--- src/rtl/display_7seg_ctrl.sv ---
// Bus-mapped register block for the four-digit 7-segment driver, adding per-digit
// blink masking and a free-running hexadecimal counter mode.
module display_7seg_ctrl #(
   parameter int unsigned BLINK_BITS = 24
) (
   input  logic        clk,
   input  logic        rst_n,
   input  logic        sel,
   input  logic        we,
   input  logic [1:0]  addr,
   input  logic [31:0] wdata,
   output logic [31:0] rdata,
   output logic        ready,
   output logic [3:0]  num0,
   output logic [3:0]  num1,
   output logic [3:0]  num2,
   output logic [3:0]  num3,
   output logic [3:0]  nums_enable,
   output logic [3:0]  dots_enable
);

   logic [15:0]           data_q, data_d;
   logic [7:0]            en_q, en_d;
   logic [3:0]            blink_q, blink_d;
   logic                  count_en_q, count_en_d;
   logic [23:0]           prescale_q, prescale_d;
   logic [23:0]           pre_cnt_q, pre_cnt_d;
   logic [BLINK_BITS-1:0] blink_cnt_q, blink_cnt_d;
   logic [31:0]           rdata_q, rdata_d;
   logic                  ready_q, ready_d;
   logic                  accept;
   logic [31:0]           rd_mux;
   logic                  phase_off;

   // A cycle with ready high never accepts, giving one transfer per two cycles.
   assign accept = sel & ~ready_q;

   always_comb begin
      rd_mux = '0;
      unique case (addr)
         2'd0: rd_mux = {16'd0, data_q};
         2'd1: rd_mux = {24'd0, en_q};
         2'd2: rd_mux = {28'd0, blink_q};
         2'd3: rd_mux = {prescale_q, 7'd0, count_en_q};
      endcase
   end

   always_comb begin
      data_d      = data_q;
      en_d        = en_q;
      blink_d     = blink_q;
      count_en_d  = count_en_q;
      prescale_d  = prescale_q;
      pre_cnt_d   = '0;
      blink_cnt_d = blink_cnt_q + BLINK_BITS'(1);
      rdata_d     = rdata_q;
      ready_d     = accept;

      if (count_en_q) begin
         if (pre_cnt_q == prescale_q) begin
            data_d = data_q + 16'd1;
         end else begin
            pre_cnt_d = pre_cnt_q + 24'd1;
         end
      end

      // Bus writes are applied last so they override a same-edge increment.
      if (accept) begin
         if (we) begin
            unique case (addr)
               2'd0: data_d  = wdata[15:0];
               2'd1: en_d    = wdata[7:0];
               2'd2: blink_d = wdata[3:0];
               2'd3: begin
                  count_en_d = wdata[0];
                  prescale_d = wdata[31:8];
                  pre_cnt_d  = '0;
               end
            endcase
         end else begin
            rdata_d = rd_mux;
         end
      end
   end

   always_ff @(posedge clk or negedge rst_n) begin
      if (!rst_n) begin
         data_q      <= '0;
         en_q        <= 8'h0F;
         blink_q     <= '0;
         count_en_q  <= 1'b0;
         prescale_q  <= '0;
         pre_cnt_q   <= '0;
         blink_cnt_q <= '0;
         rdata_q     <= '0;
         ready_q     <= 1'b0;
      end else begin
         data_q      <= data_d;
         en_q        <= en_d;
         blink_q     <= blink_d;
         count_en_q  <= count_en_d;
         prescale_q  <= prescale_d;
         pre_cnt_q   <= pre_cnt_d;
         blink_cnt_q <= blink_cnt_d;
         rdata_q     <= rdata_d;
         ready_q     <= ready_d;
      end
   end

   assign phase_off   = blink_cnt_q[BLINK_BITS-1];
   assign rdata       = rdata_q;
   assign ready       = ready_q;
   assign num0        = data_q[3:0];
   assign num1        = data_q[7:4];
   assign num2        = data_q[11:8];
   assign num3        = data_q[15:12];
   assign nums_enable = en_q[3:0] & ~(blink_q & {4{phase_off}});
   assign dots_enable = en_q[7:4];

endmodule

--- config.mk ---
export PLATFORM = sky130hd
export DESIGN_NAME = display_7seg_ctrl
export DESIGN_NICKNAME = d
export VERILOG_FILES = /design/src/rtl/display_7seg_ctrl.sv
export SDC_FILE = /design/constraint.sdc
export NUM_CORES = 1
export LEC_CHECK = 0
export BUFFER_PORTS_ARGS = -buffer_cell sky130_fd_sc_hd__buf_2
export CORE_ASPECT_RATIO = 0.7
export CORE_UTILIZATION = 51
export DETAILED_ROUTE_END_ITERATION = 7
export PLACE_DENSITY_LB_ADDON = 0.08
export SETUP_SLACK_MARGIN = 0.15
export SLEW_MARGIN = 20
export SYNTH_ARGS = -nofsm -noshare
export SYNTH_HDL_FRONTEND = slang
export SYNTH_SLANG_ARGS = --single-unit
--- constraint.sdc ---
create_clock -name clk -period 2.3 [get_ports clk]
set_clock_uncertainty 0.1 [all_clocks]
set_input_delay 0.23 -clock clk [delete_from_list [all_inputs] [get_ports clk]]
set_output_delay 0.23 -clock clk [all_outputs]
set_load 0.05 [all_outputs]
==> results of run 1 <==
sequential cells by signal, indices dropped and copies added, names as in the netlist, 4 cells and up:
name         count
pre_cnt_q       24
blink_cnt_q     24
prescale_q      24
blink_q          4
data_q          16
rdata           32
en_q             8
stage by stage:
stage,utilization (%),area [um^2],power (uW),cells
global placement,61.7,7280,4930,866
finish,71.0,8380,7730,936
floorplan,-,6240,4260,584
CTS,69.8,8250,7700,933
global route,71.0,8380,8050,936
detailed placement,61.7,7280,4970,866
routing by layer:
metal	vias to the layer above	routed length [um]	track usage (%)	part of all wire (%)
met5	-	0	0	0
met4	0	136	5.90	0.84
met3	14	1000	6.55	6.2
met2	150	7020	38.9	43
met1	2523	8110	40.8	50
li1	2379	-	-	-
layout make-up:
type | count | area (um^2) | area share, %
Clock buffer | 21 | 460 | 5.49
Clock inverter | 11 | 123 | 1.46
Inverter | 10 | 37.5 | 0.448
Multi-Input combinational cell | 407 | 2810 | 33.5
Sequential cell | 134 | 3360 | 40.1
Tap cell | 157 | 196 | 2.34
Timing Repair Buffer | 196 | 1400 | 16.7
cells by family after synthesis:
family,share of synthesized area [%]
buffers and inverters,3.27
AO/OA/AOI/OAI,6.50
adder cells (fa/ha/maj),0.602
multiplexers,8.51
XOR/XNOR,10.7
flip-flops,53.9
AND/OR/NAND/NOR,16.6
layout by cell type (no fill, tap or decap), types with 3 or more instances in the layout:
cell	instances
a21boi_0	4
a21oi_1	7
a22oi_1	8
a31oi_1	7
and3_1	14
buf_12	5
buf_2	93
buf_4	61
buf_6	5
clkbuf_16	17
clkinv_2	3
clkinvlp_4	4
dfrtp_1	130
dfstp_2	4
dlygate4sd3_1	32
inv_1	10
mux2_2	38
mux2i_1	8
nand2_1	69
nand3_1	24
nand4_1	18
nor2_1	44
nor2_2	8
nor3_1	3
nor3_2	3
nor4_2	4
o21ai_0	32
o21ai_1	3
o31ai_1	7
or3_1	3
or4_1	4
xnor2_1	36
xor2_1	35
xor2_2	3
worst paths after layout:
path	startpoint	to	cells past startpoint
setup reg to reg	pre_cnt_q[3]$_DFF_PN0_	data_q[10]$_DFF_PN0_	6
setup / recovery	pre_cnt_q[3]$_DFF_PN0_	data_q[10]$_DFF_PN0_	6
max in group asynchronous	rst_n	en_q[2]$_DFFE_PN1P_	3
min in group asynchronous	rst_n	rdata[26]$_DFFE_PN0P_	3
hold / removal	wdata[11]	prescale_q[3]$_DFFE_PN0P_	2
hold reg to reg	blink_cnt_q[22]$_DFF_PN0_	blink_cnt_q[22]$_DFF_PN0_	1
worst max-delay path: stages (launching register included):
cell     delay, ns
dfrtp_1       0.41
xor2_2        0.22
nor4_4        0.37
and4_4        0.30
nand3_4       0.12
or4b_1        0.53
a31oi_1       0.18
power breakdown:
part	internal [uW]	leakage (uW)	switching, uW
clock	1650	0.000276	1010
combinational	707	0.00190	1320
sequential	2700	0.00171	334
total	5060	0.00388	2670
timing repair:
item | 4_1_cts | 5_1_grt
hold endpoints to repair | 175 | 0
setup buffers | 3 | 3
pin swaps | 14 | 16
endpoints found under the setup margin | 20 | 40
hold buffers | 32 | 0
resized for setup | 12 | 26
==> metrics.txt, run 1 <==
post-detail-place hpwl=11400 um; vias per inst=5.41; global route overflow=0; failing checks=negative setup slack; H-tree level count=4; number of global-route vias before repair=4834; Area Overhead vs Synth=34.4%; Die W=134 um; first-pass GRT wire length=25300 um; CTS tree=yes; number of max-cap violations=0; clock-pin slew on the worst setup and hold paths=0.06 ns; count leader, synth=dfrtp_1; worst skew pair latency=0.41 ns; WL final=16300 um; area of the core=11800 um^2; FMAX=433 MHz; initial antenna violation count=0; ys async rst share=100%; RSZ-0062 raised after global routing=true; Worst EP arrival=2.54 ns; fraction of layout cells with a size suffix above 1=34.3%; fin worst setup slack=-0.00800 ns; Synth Cell Area=6230 um^2; Final Hold Viols=0; GP Congestion=0.860; Initial Util=52.8%; Max Slew Vio Count=0; area share of the largest cell type after synthesis=52.2%; Vias=5066; leading area contributor after synthesis=dfrtp_1; Routed Antenna Nets=0; LEAKAGE=0.00388 uW; Clock Path Buffers=2; Routed wire per std cell=17.4 um; CTS sink cnt=134; Synth cell types=42; Hold/Removal Path Class=in2reg; total negative slack=-0.00800 ns; CTS Buf Count=17; largest net degree at the start of global routing=80; PwrDens=922 nW/um^2; NumNets Final=807; crit path max fanout=7; drt drc=0; worst vdd ir=0.610 mV; register area share after synthesis=53.9%; Root Buffer=clkbuf_16; fill cell count=909; final setup fails=1; status=finished with violations; synth cell count leaders=130 x dfrtp_1, 69 x nand2_1, 52 x nor2_1; Tmin final=2.31 ns; DRT iter0 DRCs=313; syn_nets=625; Avg Inst Size Synth=10.7 um^2; I/O pins=95; Setup WS pre-CTS=-0.0934 ns; fin crit share=100%; GR Util All Layers=26.9%; kind of start point of the critical path=flip-flop; Syn Inst Count=584; diode count=0; Area contributors post-synth=dfrtp_1 52%, mux2_2 6.9%, xnor2_1 5.2%, xor2_1 5.2%, nand2_1 4.2%; Worst-Margin Slew=0.419 ns; CP required=2.53 ns; critical path type=reg2reg; main flop type after synthesis=dfrtp_1; reg2reg setup slack=-0.008 ns; Rows=33; PortBufs=94; die area=12700 um^2; Synth Register Bits=134; hold slack=0.0143 ns; crit end category=flip-flop; slew margin rel.=72.1%; synth warn=0; EDFF count, synth=0; DRT Pass-1 Iters=5; Die H=94.5 um
No activity file was read; power rests on OpenSTA's default activity.
==> inputs of run 2 (changes only) <==
--- a/config.mk
+++ b/config.mk
@@ -5,9 +5,10 @@
 export SDC_FILE = /design/constraint.sdc
 export NUM_CORES = 1
 export LEC_CHECK = 0
+export ABC_AREA = 1
 export BUFFER_PORTS_ARGS = -buffer_cell sky130_fd_sc_hd__buf_2
 export CORE_ASPECT_RATIO = 0.7
-export CORE_UTILIZATION = 51
+export CORE_UTILIZATION = 52
 export DETAILED_ROUTE_END_ITERATION = 7
 export PLACE_DENSITY_LB_ADDON = 0.08
 export SETUP_SLACK_MARGIN = 0.15
==> metrics.txt, run 2 <==
ys async rst share=100% (unchanged); status=finished, final reports clean; crit-path cells=ha_1 > nand3_1 > nor2_1 > nand2_1 > nor3_2 > nand2_1 > nor2_2 > nand3_1 > xor2_1 > nor2_1; main flop type after synthesis=dfrtp_1; Clock Path Buffers=2 (unchanged); Die H=99.3 um (+5.1%); largest net degree at the start of global routing=56 (-30%); Synth Register Bits=134 (unchanged); die area=14000 um^2 (+10%); Root Buffer=clkbuf_16; LEAKAGE=0.00435 uW (+12%); Synth Cell Area=7030 um^2 (+13%); GP Congestion=0.908 (+5.6%); worst skew pair latency=0.42 ns (about the same); critical path type=reg2reg; CTS Buf Count=17 (unchanged); global route overflow=0 (unchanged); post-synthesis mux area share=0.160% (-8.4 points); Synth Area in Simple Gates=30.1% (+13 points); I/O pins=95 (unchanged); diode count=0 (unchanged); Syn Inst Count=929 (+59%); fraction of layout cells with a size suffix above 1=17.7% (-17 points); FMAX=503 MHz (+16%); total negative slack=0 ns (+0.00800 ns); switching share of power=41.2% (+6.7 points); Hold/Removal Path Class=in2reg; Sequential Power Share=37.4% (-1.8 points); final setup fails=0 (-1); PortBufs=94 (unchanged); internal cell power=4900 uW (-3.2%); Die W=141 um (+5.1%); number of max-cap violations=0 (unchanged); worst vdd ir=0.546 mV (-10%); Worst-Margin Slew=0.608 ns (+0.189 ns); number of global-route vias before repair=5932 (+23%); initial antenna violation count=0 (unchanged); crit end category=flip-flop; max reg flops=32 (unchanged); GR Util All Layers=28.6% (+1.7 points); Max Slew Vio Count=0 (unchanged); worst r2r src=pre_cnt_q[0]$_DFF_PN0_; clock-pin slew on the worst setup and hold paths=0.06 ns (about the same); fin area=8740 um^2 (+4.3%); Synth cell types=37 (-12%); DRT iter0 DRCs=463 (+48%); PwrDens=953 nW/um^2 (+3.4%); min-delay src=we; syn_nets=970 (+55%); Clk network pwr share=32.1% (-2.4 points); Final Hold Viols=0 (unchanged); switching power=3440 uW (+29%); Rows=35 (+6.1%); count leader, synth=nand2_1; area of the core=13200 um^2 (+12%); adder and majority gate portion of the synthesized area=0.534% (-0.068 points); Area Overhead vs Synth=24.3%; worst setup path start=pre_cnt_q[0]$_DFF_PN0_; CTS sink cnt=134 (unchanged); slew margin rel.=59.4% (-13 points); Vias=6501 (+28%); Area contributors post-synth=dfrtp_1 46%, nand2_1 16%, inv_1 6.3%, xor2_1 4.5%, nor2_1 4.3%; synth cell count leaders=308 x nand2_1, 130 x dfrtp_1, 118 x inv_1; CP max stage cell=dfrtp_2; commonest non-fill, non-tap cell in the layout=nand2_1; NumNets Final=1109 (+37%); Avg Inst Size Synth=7.57 um^2 (-29%); synth warn=0 (unchanged); H-tree level count=4 (unchanged); area share of the largest cell type after synthesis=46.3% (-5.9 points); RSZ-0062 raised after global routing=true; crit path max fanout=6 (-1); fin crit share=86.4% (-14 points); post-synthesis xor/xnor area fraction=5.23% (-5.4 points); first-pass GRT wire length=30800 um (+22%); most frequent cells in the layout=308 x nand2_1, 127 x dfrtp_1, 118 x inv_1, 93 x buf_2, 74 x nor2_1; drt drc=0 (unchanged); post-synthesis compound-gate area fraction=7.65% (+1.1 points); Worst EP arrival=2.20 ns (-0.34 ns); CP required=2.51 ns (-0.02 ns); post-detail-place hpwl=13100 um (+15%); leading area contributor after synthesis=dfrtp_1; WL final=18800 um (+15%); combinational power share=30.5% (+4.3 points); EDFF count, synth=0 (unchanged); DRT Pass-1 Iters=5 (unchanged); vias per inst=5.14 (-5.1%); Placed Area=7760 um^2 (+6.6%); Placed Instances=1196 (+38%); CTS tree=yes; Non-Filler Instances=1266 (+35%); Routed wire per std cell=14.8 um (-15%); Tmin final=1.99 ns (-0.321 ns); Routed Antenna Nets=0 (unchanged); register area share after synthesis=47.8% (-6.1 points); Initial Util=53.3% (+0.55 points); largest family of logic cells by synthesized area=simple AND/OR/NAND/NOR gates; crit-path max cell delay=0.42 ns (-0.11 ns); kind of start point of the critical path=flip-flop
[run 2: cell types whose count changed in the layout (fill, tap and decap cells not counted), moves of 13 or more]
cell / previous run / this run
and3_1: 14 / 0
buf_4: 61 / 18
inv_1: 10 / 118
mux2_2: 38 / 1
nand2_1: 69 / 308
nand3_1: 24 / 45
nor2_1: 44 / 74
nor3_1: 3 / 23
o21ai_0: 32 / 45
o22ai_1: 0 / 14
xnor2_1: 36 / 6
[run 2: power groups by stage]
stage / clock [uW] / sequential (uW) / combinational (uW)
floorplan: 0 / 3750 / 1160
global placement: 0 / 3140 / 2450
detailed placement: 0 / 3140 / 2470
CTS: 2700 / 3100 / 2530
global route: 2810 / 3160 / 2810
finish: 2670 / 3120 / 2540
[run 2: logic make-up (layout without fill, tap and decap cells)]
kind of cell,count (synthesis),in the layout
simple gates,502,503
fa+ha+maj,3,3
flops,134,134
buf+inv,153,304
xor+xnor,42,42
mux,1,1
compound gates,94,94
[run 2: final timing paths]
path                                      endpoint  slack, ns  cells past startpoint
setup / recovery           pre_cnt_q[20]$_DFF_PN0_       0.31                     10
hold reg to reg                    ready$_DFF_PN0_       0.34                      1
setup reg to reg           pre_cnt_q[20]$_DFF_PN0_       0.31                     10
max in group asynchronous      en_q[1]$_DFFE_PN1P_       1.16                      3
min in group asynchronous    rdata[27]$_DFFE_PN0P_       0.24                      2
hold / removal               rdata[31]$_DFFE_PN0P_       0.08                      4
[run 2: area by class of cell]
cell class                 instances  area (um^2)
fill                            1164         4440
sequential                       134         3360
multi-input combinational        643         3110
timing repair buffer             148          992
inverter                         124          465
clock buffer                      17          425
tap                              185          231
clock inverter                    15          156
[run 2: repair_timing]
action | in CTS | in global routing
setup buffers | 0 | 3
endpoints found under the hold margin | 90 | 0
hold buffers | 34 | 0
endpoints found under the setup margin | 0 | 10
gates resized for setup | 0 | 10
[run 2: critical path: cells and delay by family, from the launching register on]
family | cells | cell delay (ns)
flops | 1 | 0.42
xor+xnor | 1 | 0.15
fa+ha+maj | 1 | 0.20
simple gates | 8 | 0.99
[run 2: routing by layer]
metal	share of wire (%)	track usage [%]	vias up	wire length, um
met4	0.76	5.85	0	143
met1	51	44.5	3048	9490
met3	7.0	6.21	16	1310
met2	42	40.9	227	7800
li1	-	-	3210	-
met5	0	0	-	0
[run 2: per-stage QoR]
step	total power [uW]	util, %	hold WS (ns)	setup WS, ns
6_report	8330	66.3	0.0756	0.313
3_3_place_gp	5590	58.9	0.135	0.303
5_1_grt	8780	66.3	0.104	0.134
3_5_place_dp	5610	58.9	0.129	0.235
4_1_cts	8340	65.9	0.0610	0.223
2_1_floorplan	4920	-	-0.166	0.302
==> inputs of run 3 (changes only) <==
--- a/config.mk
+++ b/config.mk
@@ -7,8 +7,10 @@
 export LEC_CHECK = 0
 export ABC_AREA = 1
 export BUFFER_PORTS_ARGS = -buffer_cell sky130_fd_sc_hd__buf_2
+export CELL_PAD_IN_SITES_DETAIL_PLACEMENT = 0
+export CELL_PAD_IN_SITES_GLOBAL_PLACEMENT = 1
 export CORE_ASPECT_RATIO = 0.7
-export CORE_UTILIZATION = 52
+export CORE_UTILIZATION = 38
 export DETAILED_ROUTE_END_ITERATION = 7
 export PLACE_DENSITY_LB_ADDON = 0.08
 export SETUP_SLACK_MARGIN = 0.15
==> metrics.txt, run 3 (synthesized netlist as in run 2, its figures left out) <==
crit end category=flip-flop; fill cell count=1849 (+59%); final setup fails=0 (unchanged); most used cell, CP=nand2_1; GP Congestion=0.806 (-11%); min-delay src=addr[1]; Worst EP arrival=2.19 ns (about the same); drt drc=0 (unchanged); FMAX=502 MHz (-0.19%); NumNets Final=1110 (+0.090%); worst hold endpoint=rdata[4]$_DFFE_PN0P_; total negative slack=0 ns (unchanged); Hold/Removal Path Class=in2reg; CP required=2.50 ns (about the same); reg2reg setup slack=0.31 ns (about the same); worst r2r src=pre_cnt_q[15]$_DFF_PN0_; CTS tree=yes; Tmin final=1.99 ns (+0.00375 ns); reg-to-reg endpoint=pre_cnt_q[18]$_DFF_PN0_; Hold Crit Depth=4 (unchanged); diode count=0 (unchanged); kind of start point of the critical path=flip-flop; number of global-route vias before repair=5735 (-3.3%); R2R depth=10 (unchanged); Die W=165 um (+17%); number of max-cap violations=0 (unchanged); first-pass GRT wire length=31700 um (+2.9%); vias per inst=4.75 (-7.5%); global route overflow=0 (unchanged); Rows=41 (+17%); clock-pin slew on the worst setup and hold paths=0.06 ns (about the same); Routed Antenna Nets=0 (unchanged); DRT iter0 DRCs=443 (-4.3%); GR Util All Layers=22.1% (-6.5 points); fraction of layout cells with a size suffix above 1=17.4% (-0.29 points); slew margin rel.=57.1% (-2.3 points); largest net degree at the start of global routing=60 (+7.1%); CTS sink cnt=134 (unchanged); fin crit share=86.5% (+0.16 points); Clock Path Buffers=2 (unchanged); Max Slew Vio Count=0 (unchanged); worst vdd ir=0.579 mV (+5.9%); crit-path cells=inv_1 > nand2_1 > nand2_1 > nor2_1 > nand2_1 > nor2_2 > nand3_4 > nand2_1 > buf_12 > nor3_1; crit path max fanout=23 (+17); Root Buffer=clkbuf_16; Placed Area=7850 um^2 (+1.1%); PortBufs=94 (unchanged); DRT Pass-1 Iters=5 (unchanged); PwrDens=962 nW/um^2 (+0.96%); Initial Util=38.9% (-14 points); Routed wire per std cell=15.0 um (+1.4%); RSZ-0062 raised after global routing=false; I/O pins=95 (unchanged); WL final=19800 um (+5.6%); H-tree level count=4 (unchanged); Area Overhead vs Synth=25.8%; worst skew pair latency=0.42 ns (about the same); commonest non-fill, non-tap cell in the layout=nand2_1; critical path type=reg2reg; Die H=116 um (+17%); fin area=8840 um^2 (+1.1%); Final Hold Viols=0 (unchanged); initial antenna violation count=0 (unchanged); CP max stage cell=dfrtp_1; die area=19100 um^2 (+36%); CTS Buf Count=17 (unchanged); status=finished, final reports clean; LEAKAGE=0.00438 uW (+0.51%); Vias=6259 (-3.7%); max reg flops=32 (unchanged); Worst-Margin Slew=0.643 ns (+0.0350 ns); crit-path max cell delay=0.47 ns (+0.05 ns); most frequent cells in the layout=308 x nand2_1, 129 x dfrtp_1, 118 x inv_1, 93 x buf_2, 75 x nor2_1; area of the core=18100 um^2 (+37%); post-detail-place hpwl=14500 um (+11%)
[run 3: changes by cell type in the layout (fill, tap and decap cells not counted), moves of 2 or more]
cell,previous run,this run
clkinv_2,1,3
clkbuf_8,0,2
dfrtp_1,127,129
clkinv_8,2,0
inv_8,6,0
clkinvlp_4,1,4
bufinv_16,0,3
inv_6,4,1
dfrtp_2,3,1
[run 3: repair_timing]
item                       CTS  global route
setup buffers                0             1
hold buffers                34             0
hold endpoints to repair    95             0
setup endpoints to repair    0            32
resized for setup            0             8
[run 3: per-stage QoR]
stage          total power (uW)  instances  worst slack, ns  hold slack, ns  util (%)
6_report                   8510       1318            0.310          0.0897      49.0
3_3_place_gp               5670       1250            0.261           0.142      43.5
4_1_cts                    8570       1316            0.181          0.0764      48.7
5_1_grt                    8970       1318            0.152           0.126      49.0
3_5_place_dp               5670       1250            0.218           0.135      43.5
2_1_floorplan              4920        929            0.302          -0.166         -
[run 3: cell type report]
cell class	count	area, um^2	share of cell area (%)
well taps	236	295	3.34
clock inverters	12	153	1.73
inverters	124	465	5.26
repair buffers	149	1000	11.3
multi-input cells	643	3110	35.2
clock buffers	20	457	5.17
flip-flops and latches	134	3360	38.0
[run 3: worst max path at each step]
stage / to / cells after the start / startpoint
after floorplan: data_q[12]$_DFF_PN0_ / 8 / data_q[0]$_DFF_PN0_
after global placement: pre_cnt_q[20]$_DFF_PN0_ / 10 / pre_cnt_q[0]$_DFF_PN0_
after detailed placement: pre_cnt_q[20]$_DFF_PN0_ / 10 / pre_cnt_q[0]$_DFF_PN0_
after CTS: pre_cnt_q[20]$_DFF_PN0_ / 10 / pre_cnt_q[0]$_DFF_PN0_
after global routing: data_q[10]$_DFF_PN0_ / 13 / pre_cnt_q[15]$_DFF_PN0_
final: pre_cnt_q[18]$_DFF_PN0_ / 10 / pre_cnt_q[15]$_DFF_PN0_
[run 3: power by group]
part / switching, uW / leakage, uW / total [uW] / internal (uW)
Combinational: 1860 / 0.00236 / 2560 / 704
Clock: 1070 / 0.000288 / 2830 / 1760
Sequential: 367 / 0.00173 / 3110 / 2750
[run 3: worst max-delay path, delay by kind of cell, from the launching register on]
kind                   cells  cell delay (ns)
buffers and inverters      2             0.28
DFF                        1             0.47
and+or+nand+nor            8             1.01
[run 3: layer usage]
metal	up-vias	GRT usage [%]	part of all wire, %
met1	2921	36.3	56
li1	3204	-	-
met5	-	0	0
met3	12	4.40	5.0
met4	0	6.36	0.80
met2	122	28.1	38
